`config.mk`:
```
export PLATFORM = sky130hd
export DESIGN_NAME = circuito_jogo_rodadas
export DESIGN_NICKNAME = d
export VERILOG_FILES = /design/src/rtl/circuito_jogo_rodadas.sv
export SDC_FILE = /design/constraint.sdc
export NUM_CORES = 1
export LEC_CHECK = 0
export BUFFER_PORTS_ARGS = -buffer_cell sky130_fd_sc_hd__buf_4
export CAP_MARGIN = 20
export CORE_MARGIN = 2
export CORE_UTILIZATION = 59
export DETAILED_ROUTE_END_ITERATION = 7
export PLACE_DENSITY = 0.84
export SETUP_SLACK_MARGIN = 0.2
export SLEW_MARGIN = 25
export SYNTH_ARGS = -nofsm -noshare
export SYNTH_HDL_FRONTEND = slang
export SYNTH_SLANG_ARGS = --single-unit
export TNS_END_PERCENT = 30
```
`constraint.sdc`:
```
create_clock -name clock -period 2.5 [get_ports clock]
set_input_delay 0.125 -clock clock [delete_from_list [all_inputs] [get_ports clock]]
set_output_delay 0.125 -clock clock [all_outputs]
set_load 0.02 [all_outputs]
```
`src/rtl/circuito_jogo_rodadas.sv`:
```
// Sequence-memory game core: LFSR-generated sequence, progressive rounds, one play per rising press.
// Optional inactivity timeout is compiled in with JOGO_TIMEOUT_EN.
module circuito_jogo_rodadas #(
    parameter int          NBOTOES        = 4,
    parameter int          PROFUNDIDADE   = 16,
    parameter int          TIMEOUT_CICLOS = 5000,
    parameter logic [15:0] SEMENTE        = 16'h0001,
    localparam int         W              = $clog2(NBOTOES),
    localparam int         D              = $clog2(PROFUNDIDADE)
) (
    input  logic               clock,
    input  logic               reset,
    input  logic               iniciar,
    input  logic [NBOTOES-1:0] botoes,
    output logic [NBOTOES-1:0] leds,
    output logic               pronto,
    output logic               acertou,
    output logic               errou,
    output logic               timeout,
    output logic [3:0]         db_estado,
    output logic [D-1:0]       db_rodada,
    output logic [D-1:0]       db_contagem,
    output logic [NBOTOES-1:0] db_jogada,
    output logic [NBOTOES-1:0] db_esperado
);

    typedef enum logic [3:0] {
        inicial        = 4'd0,
        preparacao     = 4'd1,
        inicio_rodada  = 4'd2,
        espera_jogada  = 4'd3,
        registra       = 4'd4,
        compara        = 4'd5,
        proxima_jogada = 4'd6,
        proxima_rodada = 4'd7,
        fim_acerto     = 4'd10,
        fim_timeout    = 4'd13,
        fim_erro       = 4'd14
    } estado_t;

    estado_t            estado;
    logic [15:0]        lfsr;
    logic [15:0]        lfsr_prox;
    logic [W-1:0]       mem [PROFUNDIDADE];
    logic [D-1:0]       indice;
    logic [D-1:0]       rodada;
    logic [D-1:0]       contagem;
    logic [NBOTOES-1:0] botoes_q;
    logic [NBOTOES-1:0] esperado;
    logic               evento;

`ifdef JOGO_TIMEOUT_EN
    localparam int TW = $clog2(TIMEOUT_CICLOS);
    logic [TW-1:0] tempo;
`endif

    always_comb begin
        lfsr_prox = {lfsr[14:0], lfsr[15] ^ lfsr[13] ^ lfsr[12] ^ lfsr[10]};
        // A play is a press starting from all-released; holding a button never repeats it.
        evento    = (botoes != '0) && (botoes_q == '0);
        esperado  = '0;
        esperado[mem[contagem]] = 1'b1;
    end

    assign leds        = botoes;
    assign db_estado   = estado;
    assign db_rodada   = rodada;
    assign db_contagem = contagem;
    assign db_esperado = esperado;

    always_ff @(posedge clock or negedge reset) begin
        if (!reset) begin
            estado    <= inicial;
            lfsr      <= SEMENTE;
            mem       <= '{default: '0};
            indice    <= '0;
            rodada    <= '0;
            contagem  <= '0;
            botoes_q  <= '0;
            db_jogada <= '0;
            pronto    <= 1'b0;
            acertou   <= 1'b0;
            errou     <= 1'b0;
            timeout   <= 1'b0;
`ifdef JOGO_TIMEOUT_EN
            tempo     <= '0;
`endif
        end else begin
            botoes_q <= botoes;
            unique case (estado)
                inicial: begin
                    if (iniciar) begin
                        indice <= '0;
                        estado <= preparacao;
                    end
                end
                preparacao: begin
                    mem[indice] <= lfsr[W-1:0];
                    lfsr        <= lfsr_prox;
                    rodada      <= '0;
                    pronto      <= 1'b0;
                    acertou     <= 1'b0;
                    errou       <= 1'b0;
                    timeout     <= 1'b0;
                    if (indice == D'(PROFUNDIDADE - 1)) begin
                        estado <= inicio_rodada;
                    end else begin
                        indice <= indice + D'(1);
                    end
                end
                inicio_rodada: begin
                    contagem <= '0;
`ifdef JOGO_TIMEOUT_EN
                    tempo    <= '0;
`endif
                    estado   <= espera_jogada;
                end
                espera_jogada: begin
                    if (evento) begin
                        estado <= registra;
`ifdef JOGO_TIMEOUT_EN
                    end else if (tempo == TW'(TIMEOUT_CICLOS - 1)) begin
                        pronto  <= 1'b1;
                        errou   <= 1'b1;
                        timeout <= 1'b1;
                        estado  <= fim_timeout;
                    end else begin
                        tempo <= tempo + TW'(1);
`endif
                    end
                end
                registra: begin
                    db_jogada <= botoes;
`ifdef JOGO_TIMEOUT_EN
                    tempo     <= '0;
`endif
                    estado    <= compara;
                end
                compara: begin
                    if (db_jogada != esperado) begin
                        pronto <= 1'b1;
                        errou  <= 1'b1;
                        estado <= fim_erro;
                    end else if (contagem < rodada) begin
                        estado <= proxima_jogada;
                    end else if (rodada == D'(PROFUNDIDADE - 1)) begin
                        pronto  <= 1'b1;
                        acertou <= 1'b1;
                        estado  <= fim_acerto;
                    end else begin
                        estado <= proxima_rodada;
                    end
                end
                proxima_jogada: begin
                    contagem <= contagem + D'(1);
                    estado   <= espera_jogada;
                end
                proxima_rodada: begin
                    rodada <= rodada + D'(1);
                    estado <= inicio_rodada;
                end
                fim_acerto, fim_erro, fim_timeout: begin
                    if (iniciar) begin
                        indice <= '0;
                        estado <= preparacao;
                    end
                end
                default: estado <= inicial;
            endcase
        end
    end

endmodule

```
==> impl_metrics.csv <==
group,metric,value,unit
status,status,"complete, no violations",
clock_network,numCtsBuffers,9,
detailed_routing,drtIter0Drc,212,
layout,nNetsFinal,422,
timing,min_period_over_period,93.8,%
detailed_routing,dr.pass1.iters,5,
layout,seq_area,1880,µm²
setup_path,cp-start-kind,"flop",
yosys,ys.flop_type,"dfrtp_1",
yosys,syn_nets,383,
yosys,ys_types,56,
run,drv_cap,0,
setup_path,path_max_fanout,6,
global_route,grt_pass1_wl,13600,µm
timing,tns,0,ns
global_route,grt_pass1_vias,2781,
layout,layout_common_cells,"dfrtp_1 (71), nand2_1 (63), buf_4 (47)",
layout,multi_input_area,1850,µm²
yosys,synth_top_cell_area_share,47.7,%
detailed_routing,wirelength,8500,µm
yosys,synth_seq_cells,75,
timing,rsz0062_at_grt,"yes",
detailed_routing,wl_per_cell,17.5,µm
clock_network,cts_tree,"yes",
yosys,synthArstFlopShare,100,%
pwr,p_leak,2.17,nW
timing,setup_viol,0,
yosys,synth_edf_count,0,
place,pre_cts_ws,0.0604,ns
setup_path,reg2regPathDepth,8,
yosys,yosysTopAreaCell,"dfrtp_1",
layout,fillers,446,
yosys,syn_area_per_cell,10.6,µm²
detailed_routing,viasPerCell,5.90,
yosys,ys_seq_area_share,48.4,%
timing,max_clock_freq,0.426,GHz
layout,syn_to_final_growth,15.8,%
timing,tightest_slew,0.679,ns
timing,setup_slack,0.155,ns
floorplan,coreArea,6350,µm²
layout,n_antenna_cell,0,
timing,min_period,2.34,ns
yosys,synth_area,3880,µm²
setup_path,cp.required,2.72,ns
layout,final_common_cell,"dfrtp_1",
pwr,ir_worst_vdd,0.000722,V
setup_path,crit_type,"reg2reg",
place,port-buffer-count,33,
yosys,ys_warn_count,0,
place,place.gp.congestion,0.838,
clock_network,clock_latency,0.34,ns
pwr,cellPowerDensity,1000,nW/µm²
layout,drive_gt1_share,29.5,%
hold_path,hold_depth,3,
clock_network,cts_buffer_depth,2,
floorplan,initial_core_util,61.1,%
timing,hold_slack,0.275,ns
yosys,yosys-top-cells-area,"dfrtp_1 (48%), mux2_2 (11%), nand2_1 (6.3%)",
global_route,antenna_found_initial,0,
setup_path,cp.arrival,2.57,ns
floorplan,die_area,7240,µm²
clock_network,root_buffer,"clkbuf_8",
timing,fin_worst_skew,0.00993,ns
setup_path,crit_path_end_kind,"flop",
timing,slew-limit-headroom,54.7,%
detailed_routing,final_antenna_net_count,0,
floorplan,rows,29,
floorplan,die_y,85.1,µm
floorplan,die_x,85.1,µm
timing,finalMaxSlewViolations,0,
clock_network,htree_levels,3,
clock_network,clock-sinks,75,
clock_network,path_clk_slew,0.08,ns
detailed_routing,drcViolationCount,0,
global_route,grt_max_degree,76,
detailed_routing,vias,2875,
global_route,grt_remaining_overflow,0,
global_route,grtUsageTotal,24.1,%
place,dpl.hpwl,5610,µm
hold_path,hold_path_class,"in2reg",
floorplan,io_pins,35,
yosys,synth_cells,367,
timing,final-hold-violation-count,0,
==> through the flow <==
step	cells	power (mW)	util, %	area (µm²)
finish	487	4.49	70.7	4490
global route	487	4.75	70.7	4490
CTS	481	4.39	69.4	4410
detailed placement	460	3.45	65.4	4150
global placement	460	3.37	65.4	4150
floorplan	367	2.86	-	3880
==> power by group <==
| part | total, mW | internal, mW | switching (mW) |
|---|---|---|---|
| registers | 1.59 | 1.37 | 0.220 |
| clock network | 0.924 | 0.510 | 0.415 |
| logic | 1.97 | 0.848 | 1.13 |
| total | 4.49 | 2.73 | 1.76 |
==> Yosys cell counts (3+ instances only) <==
cell type	count
a21o_1	5
a21oi_1	9
a22o_1	4
buf_1	5
buf_2	5
buf_4	6
clkbuf_1	8
dfrtp_1	74
ha_1	9
inv_1	7
mux2_2	38
mux2i_1	9
mux4_2	3
nand2_1	65
nand2b_1	9
nand3_1	23
nor2_1	14
nor2b_1	8
nor3_1	6
o211ai_1	3
o21ai_0	9
xnor2_1	3
==> routing by layer <==
metal  share of wire [%]  global-route usage (%)
met1                  43                    30.7
met2                  51                    40.3
met3                 4.4                    5.64
met4                 1.1                    8.95
met5                   0                       0
==> sequential cells by signal, summed over array words and instances (netlist names), 4 cells and up <==
| signal | flops |
|---|---|
| db_rodada | 4 |
| lfsr | 16 |
| db_contagem | 4 |
| db_estado | 4 |
| db_jogada | 4 |
| indice | 4 |
| mem | 32 |
| botoes_q | 4 |
==> critical path: stages (launching register included) <==
cell and delay (ns):
dfrtp_2 0.43, buf_12 0.14, mux2i_1 0.13, mux4_2 0.53
or2_4 0.31, a2bb2oi_2 0.17, o311ai_1 0.07, a32o_2 0.32
o21ai_0 0.11
==> area by class of cell <==
class,count,area share (%)
Multi-Input combinational cell,258,41.1
Clock inverter,2,0.780
Timing Repair Buffer,55,9.92
Sequential cell,75,41.9
Clock buffer,13,3.54
Tap cell,77,2.15
Inverter,7,0.585
==> path summary, 6_finish.rpt <==
| kind | from | to | slack [ns] |
|---|---|---|---|
| max | db_contagem[1]$_DFFE_PN0P_ | errou$_DFFE_PN0P_ | 0.16 |
| min | iniciar | indice[0]$_DFFE_PN0P_ | 0.27 |
| max reg2reg | db_contagem[1]$_DFFE_PN0P_ | errou$_DFFE_PN0P_ | 0.16 |
| min reg2reg | lfsr[14]$_DFFE_PN0P_ | lfsr[14]$_DFFE_PN0P_ | 0.48 |
| max in group asynchronous | reset | db_contagem[1]$_DFFE_PN0P_ | 1.62 |
| min in group asynchronous | reset | db_rodada[2]$_DFFE_PN0P_ | 0.33 |
==> logic make-up (layout without fill, tap and decap cells) <==
kind of cell / count (synthesis) / count (layout) / share of synthesized area, %
AOI/OAI and AO/OA: 50 / 50 / 9.45
xor gates and xnor gates: 3 / 3 / 0.678
adders and majority gates: 9 / 9 / 2.90
buffers and inverters: 34 / 77 / 4.55
DFF: 75 / 75 / 48.4
muxes: 52 / 52 / 16.5
other: 1 / 1 / 0.0967
and+or+nand+nor: 143 / 143 / 17.5
==> repair_timing <==
item                                    CTS  global route
endpoints found under the setup margin   10            10
resized for setup                         2             9
hold endpoints to repair                 78             0
pin swaps                                 0             2
buffers inserted                          1             6
hold buffers                              5             0
Note: power is estimated with default switching activity, not from simulation.
